`src/rtl/rcfg_rom_streamer.sv`:
```
// Walks one profile of the packed reconfiguration ROM, doing a masked read-modify-write per entry.
// Build option RCFG_STRM_SKIP_FULL_MASK_EN: entries with mask 8'hFF are written without the read.
module rcfg_rom_streamer #(
    parameter int ROM_DATA_WIDTH = 26,
    parameter int ROM_DEPTH      = 6,
    parameter int NUM_PROFILES   = 2,
    parameter int PROFILE_DEPTH  = 3,
    parameter int ADDR_W         = ROM_DATA_WIDTH - 16,
    // may be widened so out-of-range selects can reach the block
    parameter int CFG_SEL_W      = (NUM_PROFILES > 1) ? $clog2(NUM_PROFILES) : 1,
    parameter int ROM_ADDR_W     = (ROM_DEPTH > 1) ? $clog2(ROM_DEPTH) : 1
) (
    input  logic                      reconfig_clk,
    input  logic                      reconfig_reset,
    input  logic [CFG_SEL_W-1:0]      cfg_sel,
    input  logic                      cfg_start,
    output logic                      cfg_busy,
    output logic                      cfg_done,
    output logic                      cfg_error,
    output logic [ROM_ADDR_W-1:0]     rom_addr,
    output logic                      rom_rd,
    input  logic [ROM_DATA_WIDTH-1:0] rom_data,
    output logic [ADDR_W-1:0]         avmm_address,
    output logic                      avmm_read,
    output logic                      avmm_write,
    output logic [31:0]               avmm_writedata,
    input  logic [31:0]               avmm_readdata,
    input  logic                      avmm_waitrequest
);

    localparam int IDX_W = (PROFILE_DEPTH > 1) ? $clog2(PROFILE_DEPTH) : 1;

    typedef enum logic [2:0] {
        S_IDLE,
        S_ROM_RD,
        S_ROM_WAIT,
        S_DECODE,
        S_AV_RD,
        S_AV_WR,
        S_FINISH
    } state_t;

    state_t                    state_q;
    logic [ROM_ADDR_W-1:0]     base_q;
    logic [ROM_ADDR_W-1:0]     base_d;
    logic [ROM_ADDR_W-1:0]     rom_addr_q;
    logic                      rom_rd_q;
    logic [IDX_W-1:0]          idx_q;
    logic [IDX_W-1:0]          idx_d;
    logic [ROM_DATA_WIDTH-1:0] entry_q;
    logic [ADDR_W-1:0]         avmm_address_q;
    logic                      avmm_read_q;
    logic                      avmm_write_q;
    logic [7:0]                wdata_q;
    logic [7:0]                merged_d;
    logic                      cfg_busy_q;
    logic                      cfg_done_q;
    logic                      cfg_error_q;

    logic                      sel_ok;
    logic                      is_term;
    logic                      is_last;
    logic [ADDR_W-1:0]         e_addr;
    logic [7:0]                e_mask;
    logic [7:0]                e_data;
    logic                      unused_rd_hi;

    assign sel_ok   = 32'(cfg_sel) < 32'(NUM_PROFILES);
    assign base_d   = ROM_ADDR_W'(32'(cfg_sel) * 32'(PROFILE_DEPTH));
    assign idx_d    = idx_q + 1'b1;

    assign e_addr   = entry_q[ROM_DATA_WIDTH-1 -: ADDR_W];
    assign e_mask   = entry_q[15:8];
    assign e_data   = entry_q[7:0];
    assign is_term  = &entry_q;
    assign is_last  = (idx_q == IDX_W'(PROFILE_DEPTH - 1));
    assign merged_d = (avmm_readdata[7:0] & ~e_mask) | (e_data & e_mask);

    assign unused_rd_hi = ^avmm_readdata[31:8];

    always_ff @(posedge reconfig_clk or posedge reconfig_reset) begin
        if (reconfig_reset) begin
            state_q        <= S_IDLE;
            base_q         <= '0;
            rom_addr_q     <= '0;
            rom_rd_q       <= 1'b0;
            idx_q          <= '0;
            entry_q        <= '0;
            avmm_address_q <= '0;
            avmm_read_q    <= 1'b0;
            avmm_write_q   <= 1'b0;
            wdata_q        <= '0;
            cfg_busy_q     <= 1'b0;
            cfg_done_q     <= 1'b0;
            cfg_error_q    <= 1'b0;
        end else begin
            cfg_done_q  <= 1'b0;
            cfg_error_q <= 1'b0;
            rom_rd_q    <= 1'b0;

            case (state_q)
                S_IDLE: begin
                    if (cfg_start) begin
                        if (sel_ok) begin
                            base_q     <= base_d;
                            idx_q      <= '0;
                            rom_addr_q <= base_d;
                            rom_rd_q   <= 1'b1;
                            cfg_busy_q <= 1'b1;
                            state_q    <= S_ROM_RD;
                        end else begin
                            cfg_error_q <= 1'b1;
                        end
                    end
                end

                S_ROM_RD: begin
                    state_q <= S_ROM_WAIT;
                end

                S_ROM_WAIT: begin
                    entry_q <= rom_data;
                    state_q <= S_DECODE;
                end

                // a profile with no terminator ends after its last slot without executing it
                S_DECODE: begin
                    if (is_term || is_last) begin
                        state_q <= S_FINISH;
                    end
`ifdef RCFG_STRM_SKIP_FULL_MASK_EN
                    else if (e_mask == 8'hFF) begin
                        avmm_address_q <= e_addr;
                        wdata_q        <= e_data;
                        avmm_write_q   <= 1'b1;
                        state_q        <= S_AV_WR;
                    end
`endif
                    else begin
                        avmm_address_q <= e_addr;
                        avmm_read_q    <= 1'b1;
                        state_q        <= S_AV_RD;
                    end
                end

                S_AV_RD: begin
                    if (!avmm_waitrequest) begin
                        avmm_read_q  <= 1'b0;
                        wdata_q      <= merged_d;
                        avmm_write_q <= 1'b1;
                        state_q      <= S_AV_WR;
                    end
                end

                S_AV_WR: begin
                    if (!avmm_waitrequest) begin
                        avmm_write_q <= 1'b0;
                        idx_q        <= idx_d;
                        rom_addr_q   <= base_q + ROM_ADDR_W'(idx_d);
                        rom_rd_q     <= 1'b1;
                        state_q      <= S_ROM_RD;
                    end
                end

                S_FINISH: begin
                    cfg_busy_q <= 1'b0;
                    cfg_done_q <= 1'b1;
                    state_q    <= S_IDLE;
                end

                default: begin
                    state_q <= S_IDLE;
                end
            endcase
        end
    end

    assign cfg_busy       = cfg_busy_q;
    assign cfg_done       = cfg_done_q;
    assign cfg_error      = cfg_error_q;
    assign rom_addr       = rom_addr_q;
    assign rom_rd         = rom_rd_q;
    assign avmm_address   = avmm_address_q;
    assign avmm_read      = avmm_read_q;
    assign avmm_write     = avmm_write_q;
    assign avmm_writedata = {24'h0, wdata_q};

endmodule

```
`config.mk`:
```
export PLATFORM = sky130hd
export DESIGN_NAME = rcfg_rom_streamer
export DESIGN_NICKNAME = d
export VERILOG_FILES = /design/src/rtl/rcfg_rom_streamer.sv
export SDC_FILE = /design/constraint.sdc
export NUM_CORES = 1
export LEC_CHECK = 0
export CAP_MARGIN = 10
export CORE_UTILIZATION = 34
export DETAILED_ROUTE_END_ITERATION = 10
export HOLD_SLACK_MARGIN = 0.08
export PLACE_DENSITY = 0.72
export SLEW_MARGIN = 10
export SYNTH_ARGS = -nofsm -noshare
export SYNTH_HDL_FRONTEND = slang
export SYNTH_SLANG_ARGS = --single-unit
```
`constraint.sdc`:
```
create_clock -name reconfig_clk -period 4.69 [get_ports reconfig_clk]
set_clock_uncertainty 0.2 [all_clocks]
set_input_delay 0.938 -clock reconfig_clk [delete_from_list [all_inputs] [get_ports reconfig_clk]]
set_output_delay 0.938 -clock reconfig_clk [all_outputs]
set_load 0.005 [all_outputs]
```
==> flow_results.org, run 1 <==
** Outcome
- Run status :: finished, final reports clean

** Worst hold path
- Kind of path behind the tightest hold check :: register to register
- Worst Hold Launch :: avmm_read
- The path with the worst hold slack has its endpoint at avmm_read.
- Hold Path Stages :: 1

** Final layout
- After the last flow step, the layout net total stands at approximately 340.
- Number of filler cells placed in the layout :: 682
- Leaving out fill and tap cells, the most frequent cells in the layout are sky130_fd_sc_hd__clkdlybuf4s50_1, sky130_fd_sc_hd__dfrtp_1, sky130_fd_sc_hd__mux2_2.
- Across the whole layout, storage elements account for 1450 µm².
- Area delta synth->final :: 32.2%
- The post-route netlist has 21.7% of its cells at a drive strength greater than 1.
- Leading cell type in the layout, fill and taps excluded :: sky130_fd_sc_hd__clkdlybuf4s50_1
- ANT cells :: 0
- The finished cells cover 3540 µm².
- Multi-input logic area :: ~1000 µm²

** Floorplanning
- For this design the top-level I/O count stands at 114.
- The die is 90.7 µm wide.
- Core Area :: about 7400 µm²
- Number of placement rows :: 31
- Height of the chip :: 90.7 µm
- Area enclosed by the die boundary :: approximately 8200 µm²
- Once the floorplan was initialized, standard cells occupied 35.9% of the core.

** Route
- The routed layout has roughly 1700 vias.
- Pre-Repair DR Iteration Count :: 4
- The count of nets left with antenna violations once routing finished came out at 0.
- Starting DRT DRC Count :: 43
- Routed Wire Length :: between 5000 and 6000 µm
- Drt drc :: 0
- Via/cell ratio :: 4.48
- Dividing the detail-routed wire length by the instance count gives 13.7 µm.

** CTS
- Master cell of the clock root buffer :: sky130_fd_sc_hd__clkbuf_8
- Clk_lat worst skew :: between 0.3 and 0.4 ns
- Clock Tree Buf Depth :: 2
- Buffers inserted during clock tree synthesis total 9.
- Post-cts repair resize count :: 0
- After clock tree synthesis, the flow added hold-fix buffers numbering 0.
- After clock tree synthesis, the setup repair step added 0 buffers.
- Total number of clock tree sinks :: 58
- CTS built an H-tree with a depth of 3.
- Clock slew at the register clock pins of the worst setup and hold paths :: about 0.060 ns
- TritonCTS built the clock tree.

** Power and ir drop
- The analysis attributes to cell leakage a power of around 1.5 nW.
- Max VDD drop :: 0.000292 V
- Dividing total power by cell area gives a power density of 669 nW/µm².
- Final total power :: 2.37 mW

** GRT
- Antenna violations before repair :: 0
- Overall Global Routing Usage :: 13.4%
- Summed over all layers, the global routing overflow is 0.
- The via count of the first global-routing pass came to 1728.
- Maximum number of pins on one net before global-route repair :: 34
- The first global-routing pass estimated 8510 µm of wire.

** Placed design
- Area after detailed placement :: roughly 3300 µm²
- Global placer's final weighted congestion :: 0.683
- Buffers placed on the I/O ports in this run total 64.
- Estimated wirelength of the detail-placed design :: between 3000 and 4000 µm

** STA
- Setup repair after global routing left no endpoint under its margin.
- Fmax :: between 300 and 400 MHz
- Setup violations remaining at the end of the flow were counted as 0.
- Max Slew Vio Count :: 0
- Number of hold violations in the final report :: 0
- Total Neg Setup Slack :: 0 ns
- At the pin with the least slew margin, the transition time is between 1 and 1.5 ns.
- The worst pin sits at a relative slew slack of 31.2%.
- Final critical-path share of the clock period :: 56.9%
- The smallest clock period supported by the final layout is computed as between 2 and 3 ns.

** Setup path
- CP endpoint kind :: register
- Required time worst endpoint :: roughly 4.7 ns
- In this design, the largest share of critical-path delay is due to simple AND/OR/NAND/NOR gates.
- CP Max Fanout :: 18
- Worst reg2reg path endpoint :: avmm_address[0]
- CP startpoint kind :: input pin
- Sequence of cells on the critical path :: clkdlybuf4s50_1, nor4b_4, inv_1, a21o_1
- The slowest stage of the critical path is the sky130_fd_sc_hd__nor4b_4 cell.
- WP buf/inv :: 2
- In this design, the stage delay of the slowest critical-path cell is 0.90 ns.
- The critical path in this run is classified as input pin to register.
- Measured in cells, the most critical reg-to-reg path has a length of 4.
- In this run the number of cells on the critical path is 4.
- R2r setup slk :: 2.16 ns
- Data arrival time of the critical path :: 2.68 ns
- Worst R2R Start :: state_q[0]

** Synth
- Counting every instance in the synthesized netlist gives about 200.
- The average instance in the mapped netlist occupies 13.2 µm².
- Cell area after synthesis :: roughly 2700 µm²
- For this run, the number of Yosys warnings is 0.
- Fraction of the yosys area taken by sequential cells :: approximately 54%
- The netlist uses 38 different library cells.
- Synthesized flop and latch total :: between 50 and 60

** Flow run
- Max-cap violations in this run came to 0.
[area by class of cell]
cell class | instances | area share [%]
sequential | 58 | 41.0
inverter | 7 | 0.743
clock inverter | 6 | 2.97
multi-input combinational | 130 | 29.6
timing repair buffer | 66 | 18.5
clock buffer | 10 | 3.61
tap | 99 | 3.50
[stage by stage]
| step | hold slack (ns) | instances | util (%) | setup WS (ns) |
|---|---|---|---|---|
| floorplan | 0.254 | 227 | - | 2.12 |
| CTS | 0.300 | 376 | 47.5 | 2.03 |
| finish | 0.294 | 376 | 47.5 | 2.02 |
| detailed placement | 0.286 | 360 | 44.4 | 1.70 |
| global placement | 0.263 | 360 | 44.4 | 1.75 |
| global route | 0.314 | 376 | 47.5 | 1.94 |
[flip-flops by register name, indices dropped and copies added (netlist names)]
signal	flops
avmm_address	10
avmm_read	1
avmm_write	1
base_q	1
cfg_busy	1
cfg_done	1
entry_q	26
idx_q	2
rom_addr	3
rom_rd	1
state_q	3
wdata_q	8
[layer usage]
layer,part of all wire [%],GRT usage (%)
met3,6.4,5.89
met1,45,16.8
met4,0.85,4.03
met2,48,20.7
met5,0,0
[worst max-delay path by stage]
stage	slack, ns	from	endpoint
2_1_floorplan	2.12	reconfig_reset	avmm_address[0]
3_5_place_dp	1.70	avmm_waitrequest	avmm_read
5_1_grt	1.94	avmm_waitrequest	avmm_read
3_3_place_gp	1.75	avmm_waitrequest	avmm_read
4_1_cts	2.03	avmm_waitrequest	avmm_read
6_report	2.02	avmm_waitrequest	avmm_read
[power breakdown]
group          switching [mW]  internal [mW]  total, mW
combinational           0.291          0.565      0.856
sequential              0.210          0.753      0.963
clock                   0.197          0.350      0.547
total                   0.698           1.67       2.37
[cells in the mapped netlist (all sizes together)]
cell,instances,area share [%]
dfrtp,58,54
mux2,37,17
buf,32,9.0
nor2,14,2.0
a21oi,9,1.7
mux2i,8,3.0
inv,7,0.98
nand2,5,0.98
nand4,5,1.2
a21o,2,0.56
a221o,2,0.75
ha,2,0.93
nor4b,2,1.4
o21ai,2,0.37
or3,2,0.47
a211oi,1,0.28
a22o,1,0.33
a31oi,1,0.47
and2,1,0.23
and3,1,0.23
and4,1,0.33
and4bb,1,0.47
conb,1,0.14
fa,1,0.75
nand2b,1,0.23
nand3,1,0.19
nor3b,1,0.70
nor4,1,0.47
o21bai,1,0.28
o22ai,1,0.23
o31ai,1,0.28
[logic make-up (layout without fill, tap and decap cells)]
family / Yosys count / after routing / synth area share (%)
fa+ha+maj: 3 / 3 / 1.68
flops: 58 / 58 / 54.2
buf+inv: 39 / 89 / 10.0
simple gates: 36 / 36 / 8.88
mux: 45 / 45 / 19.8
compound gates: 21 / 21 / 5.24
other cells: 1 / 25 / 0.140
(Power assumes the default switching activity.)
==> run 2, diff against run 1 <==
--- a/config.mk
+++ b/config.mk
@@ -9,7 +9,7 @@
 export CORE_UTILIZATION = 34
 export DETAILED_ROUTE_END_ITERATION = 10
 export HOLD_SLACK_MARGIN = 0.08
-export PLACE_DENSITY = 0.72
+export PLACE_DENSITY = 0.75
 export SLEW_MARGIN = 10
 export SYNTH_ARGS = -nofsm -noshare
 export SYNTH_HDL_FRONTEND = slang
==> constraint.sdc (replaced) <==
create_clock -name reconfig_clk -period 2.4 [get_ports reconfig_clk]
set_clock_uncertainty 0.2 [all_clocks]
set_input_delay 0.48 -clock reconfig_clk [delete_from_list [all_inputs] [get_ports reconfig_clk]]
set_output_delay 0.48 -clock reconfig_clk [all_outputs]
set_load 0.005 [all_outputs]
==> run 2 against run 1 <==
First-iteration DRC count increased by 53%. Hold slack worse by 0.0021 ns. Die area stayed put. Clock-buffer cell count increased by 5. Global-route usage is 0.40 points higher. Critical endpoint is now avmm_address[0]. Largest cell class unchanged.
==> flow_results.org, run 2 (synthesis gave the netlist of run 1 again) <==
** CTS
- TritonCTS clock tree :: done
- Master cell of the clock root buffer :: sky130_fd_sc_hd__clkbuf_8
- Post-cts repair resize count :: 0 (unchanged)
- The clock input transition at the sequential cells of the worst setup and hold paths came to 0.06 ns (about the same).
- The maximum root-to-sink buffer count came to 2 (unchanged).
- The count of hold buffers inserted by post-cts repair is 0 (unchanged).
- H-Tree Level Count :: 3 (unchanged)
- The worst-skew pair later-pin latency is 0.33 ns (about the same).
- The number of sinks on the clock net was 58 (unchanged).
- Postcts setup bufs :: 0 (unchanged)
- Total clock buffers created by CTS :: 9 (unchanged)

** Route
- The vias after detailed routing is 1713 (+1.7%).
- Number of nets still failing antenna checks after routing :: 0 (unchanged)
- Met2 Routed Length :: 2500 µm (+0.60%)
- Routed Wire Length :: 5180 µm (+0.50%)
- The highest layer touched by signal routing is met4.
- Wire length per cell :: 13.6 µm (-0.55%)
- Via/cell ratio :: 4.51 (+0.59%)
- Routed met1 length :: 2250 µm (-1.9%)
- The final routed DRC violation total is 0 (unchanged).
- Pre-Repair DR Iteration Count :: 4 (unchanged)
- The total length of routed met3 wires came to 312 µm (-4.9%).
- Starting DRT DRC Count :: 66 (+53%)

** Final layout
- ANT cells :: 0 (unchanged)
- The library cells used most frequently in the layout, excluding fill and tap cells, are sky130_fd_sc_hd__clkdlybuf4s50_1, sky130_fd_sc_hd__dfrtp_1, sky130_fd_sc_hd__mux2_2.
- The fraction of layout instances using a drive strength above 1 is 22.4% (+0.76 points).
- Number of filler cells placed in the layout :: 678 (-0.59%)
- The register with the most flip-flops in the final layout is entry_q.
- Leaving out fill and tap cells, the most frequent cell in the layout is sky130_fd_sc_hd__clkdlybuf4s50_1.
- The area occupied by registers is 1450 µm² (unchanged).
- Flip-flop count of the largest register, all copies and words added :: 26 (unchanged)
- Multi-input logic area :: 1050 µm² (unchanged)
- Final net count :: 342 (+1.2%)
- The area growth from synthesis to layout is 33.1%.

** Worst hold path
- The path class of the tightest hold or removal check is register to register.
- Worst Hold Launch :: idx_q[1]
- Hold Path Stages :: 2 (+1)

** GRT
- GRT overflow :: 0 (unchanged)
- Antenna violations before repair :: 0 (unchanged)
- The via count of the first global-routing pass came to 1723 (-0.29%).
- The overall global routing resource usage came to 13.8% (+0.40 points).
- The largest net degree at the start of global routing is 59 (+74%).
- The first-pass GRT wire length was 8630 µm (+1.3%).

** STA
- Worst Hold Slack :: 0.291 ns (-0.00209 ns)
- The final number of hold-violating endpoints is 0 (unchanged).
- Total Neg Setup Slack :: 0 ns (unchanged)
- RSZ-0062 raised after global routing :: no
- Subtracting the final worst setup slack from the clock period gives 2.06 ns.
- Total of endpoints with negative setup slack in the final report :: 0 (unchanged)
- The final critical path takes up 85.7% of the cycle.
- Fmax :: 486 MHz
- The count of pins over their slew limit came to 0 (unchanged).

** Floorplanning
- The core footprint was 7450 µm² (unchanged).
- The die span in y is 90.7 µm (unchanged).
- I/O pin count :: 114 (unchanged)
- Area enclosed by the die boundary :: 8230 µm² (unchanged)
- Initial core utilization :: 35.9% (unchanged)
- The width of the die was 90.7 µm (unchanged).
- The site row count was 31 (unchanged).

** Setup path
- Origin of the worst setup path :: state_q[1]
- CP Max Fanout :: 11 (-7)
- The count of cells along the worst register-to-register path was 5 (+1).
- The maximum single-stage delay on the critical path came to 0.57 ns (-0.33 ns).
- Category of the critical setup timing path :: register to register
- Required time worst endpoint :: 2.42 ns (-2.29 ns)
- The worst setup path is captured at a register.
- The endpoint arrival time on the critical path was 2.08 ns (-0.60 ns).
- The critical path goes through nand2_4, or3_1, a31oi_2, buf_4, mux2_2.
- On the critical path, the stage with the largest delay is an instance of sky130_fd_sc_hd__dfrtp_1.
- The startpoint identified for the worst register-to-register timing path is state_q[1].
- R2r setup slk :: 0.34 ns (-1.82 ns)
- CP startpoint kind :: register

** Placed design
- The estimated wirelength of the detail-placed design was 3700 µm (+0.86%).
- The number of buffers added on ports is 64 (unchanged).
- Global placer's final weighted congestion :: 0.685 (+0.23%)

** Power and ir drop
- The worst voltage drop across the vdd grid is 0.000465 V (+59%).
- Pwr Density :: 1280 nW/µm² (+91%)
- Leakage power total :: 1.56 nW (+0.99%)

** Outcome
- The flow ran to the end, and the final reports show no timing, DRC or antenna violations.

** Flow run
- The number of maximum-capacitance constraint violations came to 0 (unchanged).
==> run 2: cell count changes in the layout (fill, tap and decap cells not counted) <==
cell	change
sky130_fd_sc_hd__clkinv_2	-3
sky130_fd_sc_hd__clkbuf_1	+1
sky130_fd_sc_hd__clkbuf_8	+4
sky130_fd_sc_hd__bufinv_16	-2
sky130_fd_sc_hd__buf_12	+1
sky130_fd_sc_hd__buf_4	+3
==> run 2: final timing paths <==
kind | end
min in group asynchronous | cfg_done
worst max-delay path | avmm_address[0]
max in group asynchronous | state_q[2]
worst min-delay path | idx_q[1]
worst max register to register | avmm_address[0]
worst min register to register | idx_q[1]
==> run 2: area by class of cell <==
class                      instances  area share, %
clock buffer                      15           5.23
tap                               99           3.48
timing repair buffer              70           19.6
inverter                           7          0.737
sequential                        58           40.7
clock inverter                     1          0.843
multi-input combinational        130           29.4
==> run 2: critical path: cells and delay by family (launching register included) <==
family | cells | cell delay [ns]
AOI/OAI and AO/OA | 1 | 0.14
buffers and inverters | 1 | 0.26
DFF | 1 | 0.57
muxes | 1 | 0.36
and+or+nand+nor | 2 | 0.42
==> run 2: report_power, final <==
part / internal [mW] / switching [mW] / total, mW / leakage [nW]
clock: 0.594 / 0.369 / 0.963 / 0.110
sequential: 1.47 / 0.364 / 1.84 / 0.689
combinational: 1.13 / 0.627 / 1.76 / 0.761
==> run 2: per-stage QoR <==
stage | setup slack [ns] | utilization (%) | instance area, µm² | std cells | total power, mW
5_1_grt | 0.266 | 47.8 | 3560 | 380 | 4.88
3_3_place_gp | 0.220 | 44.9 | 3350 | 364 | 3.56
6_report | 0.343 | 47.8 | 3560 | 380 | 4.56
2_1_floorplan | 0.292 | - | 2770 | 227 | 2.94
3_5_place_dp | 0.232 | 44.9 | 3350 | 364 | 3.64
4_1_cts | 0.321 | 47.8 | 3560 | 380 | 4.63
==> run 2: per-layer routing <==
| metal | track usage, % | vias up |
|---|---|---|
| li1 | - | 809 |
| met1 | 17.3 | 833 |
| met2 | 21.1 | 61 |
| met3 | 4.71 | 10 |
| met4 | 6.85 | 0 |
| met5 | 0 | - |
==> run 3, diff against run 2 <==
--- a/config.mk
+++ b/config.mk
@@ -5,11 +5,13 @@
 export SDC_FILE = /design/constraint.sdc
 export NUM_CORES = 1
 export LEC_CHECK = 0
-export CAP_MARGIN = 10
-export CORE_UTILIZATION = 34
+export CAP_MARGIN = 20
+export CELL_PAD_IN_SITES_DETAIL_PLACEMENT = 1
+export CELL_PAD_IN_SITES_GLOBAL_PLACEMENT = 1
+export CORE_UTILIZATION = 29
 export DETAILED_ROUTE_END_ITERATION = 10
 export HOLD_SLACK_MARGIN = 0.08
-export PLACE_DENSITY = 0.75
+export PLACE_DENSITY = 0.81
 export SLEW_MARGIN = 10
 export SYNTH_ARGS = -nofsm -noshare
 export SYNTH_HDL_FRONTEND = slang
==> run 3 against run 2 <==
The flow now finishes with violations (design-rule violations). Clock-buffer cell count fell by 6. Non-clock buffer count is 2 higher. Clock power fell by 4.0%. Routed wire length increased by 13%. Cell area rose by 0.67%. Die area is 17% higher. Power rose by 0.79%. Critical path depth up 1. Sequential power hardly changed. Core utilization shrank 7.3 points. Critical path type unchanged. Largest cell class unchanged. Highest routed layer unchanged.
==> flow_results.org, run 3 (synthesis gave the netlist of run 1 again) <==
** Outcome
- Run status :: finished, violations left
- The checks that failed: design-rule violations.

** CTS
- The number of sinks on the clock net is 58 (unchanged).
- Post-cts repair resize count :: 0 (unchanged)
- Master cell of the clock root buffer :: sky130_fd_sc_hd__clkbuf_8
- Clk_lat worst skew :: 0.33 ns (about the same)
- Number of buffers inserted for hold repair after clock tree synthesis :: 0 (unchanged)
- Postcts setup bufs :: 0 (unchanged)
- Clock Tree Buf Depth :: 2 (unchanged)
- H-Tree Level Count :: 3 (unchanged)
- TritonCTS built the clock tree.
- Clock slew at the register clock pins of the worst setup and hold paths :: 0.08 ns (+0.02 ns)
- The total CTS buffers came to 9 (unchanged).

** Final layout
- Flip-flop count of the largest register, all copies and words added :: 26 (unchanged)
- Area delta synth->final :: 34.0%
- Commonest cells after routing, fill and taps aside :: sky130_fd_sc_hd__clkdlybuf4s50_1, sky130_fd_sc_hd__dfrtp_1, sky130_fd_sc_hd__mux2_2
- Largest reg by FF count :: entry_q
- Fraction of layout cells with a size suffix above 1 :: 23.7% (+1.3 points)
- The post-layout utilization of the core is 40.5% (-7.3 points).
- The library cell used most frequently in the layout, excluding fill and tap cells, is sky130_fd_sc_hd__clkdlybuf4s50_1.
- Final net count :: 344 (+0.58%)
- ANT cells :: 0 (unchanged)

** STA
- The count of pins over their slew limit is 0 (unchanged).
- Shortest clock period the worst path allows after layout :: 2.07 ns (+0.0107 ns)
- Setup repair after global routing left no endpoint under its margin.
- Final critical-path share of the clock period :: 86.2% (+0.44 points)
- Number of hold violations in the final report :: 0 (unchanged)
- The maximum clock frequency came to 484 MHz (-0.52%).
- The number of setup violations in the final report is 0 (unchanged).
- The setup TNS came to 0 ns (unchanged).

** GRT
- The first-pass GRT wire length came to 9490 µm (+10%).
- The overall global routing resource usage was 12.9% (-0.92 points).
- GRT overflow :: 0 (unchanged)
- The largest net degree at the start of global routing came to 59 (unchanged).
- The via count of the first global-routing pass came to 1830 (+6.2%).
- The initial antenna violation count was 0 (unchanged).

** Setup path
- CP Max Fanout :: 10 (-1)
- The required time of the critical path is 2.43 ns (about the same).
- Data arrival time of the critical path :: 2.09 ns (about the same)
- The worst setup path is captured at a register.
- Category of the critical setup timing path :: register to register
- CP startpoint kind :: register

** Route
- Number of nets still failing antenna checks after routing :: 0 (unchanged)
- Routed via count :: 1728 (+0.88%)
- Routed Wire Length :: 5870 µm (+13%)
- The detailed-router iteration count before antenna repair came to 7 (+3).
- The number of DRC markers in iteration 0 is 48 (-27%).
- Wire length per cell :: 15.0 µm (+10%)
- Via/cell ratio :: 4.42 (-2.0%)
- Drt drc :: 5 (+5)

** Power and ir drop
- The leakage power total came to 1.55 nW (-0.51%).
- The power per standard cell area came to 1280 nW/µm² (+0.12%).
- Max VDD drop :: 0.000519 V (+12%)

** Placed design
- Number of port buffers :: 64 (unchanged)
- The estimated wirelength of the detail-placed design is 4290 µm (+16%).
- The placer congestion estimate is 0.715 (+4.5%).

** Floorplanning
- The site row count came to 34 (+9.7%).
- Core Area :: 8850 µm² (+19%)
- The overall die area was 9620 µm² (+17%).
- Initial core utilization :: 30.2% (-5.7 points)
- The width of the die is 98.1 µm (+8.1%).
- I/O pin count :: 114 (unchanged)
- The die span in y is 98.1 µm (+8.1%).

** Worst hold path
- In this run the worst hold path is classified as register to register.

** Flow run
- Max capacitance violation total :: 0 (unchanged)
-- run 3: cell count changes in the layout (fill, tap and decap cells not counted) --
cell,previous run,this run
sky130_fd_sc_hd__clkbuf_1,2,0
sky130_fd_sc_hd__clkbuf_8,13,9
sky130_fd_sc_hd__inv_6,0,2
sky130_fd_sc_hd__buf_12,1,2
sky130_fd_sc_hd__buf_4,5,6
sky130_fd_sc_hd__clkinvlp_4,0,4
-- run 3: worst paths after layout --
kind / start / to / slack [ns] / cells after the start
setup / recovery: idx_q[0] / avmm_address[0] / 0.33 / 6
hold / removal: avmm_write / avmm_write / 0.28 / 1
setup reg to reg: idx_q[0] / avmm_address[0] / 0.33 / 6
hold reg to reg: avmm_write / avmm_write / 0.28 / 1
max in group asynchronous: reconfig_reset / rom_rd / 1.41 / 3
min in group asynchronous: reconfig_reset / avmm_address[3] / 0.33 / 3
-- run 3: per-layer routing --
layer  vias up  track usage (%)  part of all wire (%)
li1        811                -                     -
met1       860             16.3                    44
met2        51             21.7                    50
met3         6             3.51                   4.8
met4         0             3.50                   1.2
met5         -                0                     0
-- run 3: per-stage QoR --
| stage | setup slack [ns] | hold slack [ns] | cell area, µm² | cells | total power [mW] |
|---|---|---|---|---|---|
| after global placement | 0.224 | 0.270 | 3390 | 375 | 3.63 |
| after global routing | 0.228 | 0.315 | 3590 | 391 | 4.91 |
| after detailed placement | 0.146 | 0.266 | 3390 | 375 | 3.74 |
| after CTS | 0.309 | 0.282 | 3590 | 391 | 4.68 |
| after floorplan | 0.292 | 0.254 | 2770 | 227 | 2.94 |
| final | 0.332 | 0.279 | 3590 | 391 | 4.60 |
-- run 3: critical path: stages, from the launching register on --
cell,delay [ns]
sky130_fd_sc_hd__dfrtp_1,0.32
sky130_fd_sc_hd__inv_1,0.08
sky130_fd_sc_hd__ha_1,0.22
sky130_fd_sc_hd__or3_1,0.38
sky130_fd_sc_hd__a31oi_2,0.25
sky130_fd_sc_hd__buf_12,0.19
sky130_fd_sc_hd__mux2_2,0.33
-- run 3: layout make-up --
type / instances / area (µm²)
Timing Repair Buffer: 72 / 726
Fill cell: 954 / 5260
Tap cell: 108 / 135
Clock inverter: 7 / 77.6
Clock buffer: 9 / 124
Sequential cell: 58 / 1450
Multi-Input combinational cell: 130 / 1050
Inverter: 7 / 26.3
-- run 3: report_power, final --
group | switching, mW | total (mW) | leakage, nW | internal (mW)
clock network | 0.438 | 0.924 | 0.0885 | 0.486
logic | 0.687 | 1.85 | 0.775 | 1.17
registers | 0.347 | 1.82 | 0.689 | 1.47
total | 1.47 | 4.60 | 1.55 | 3.12
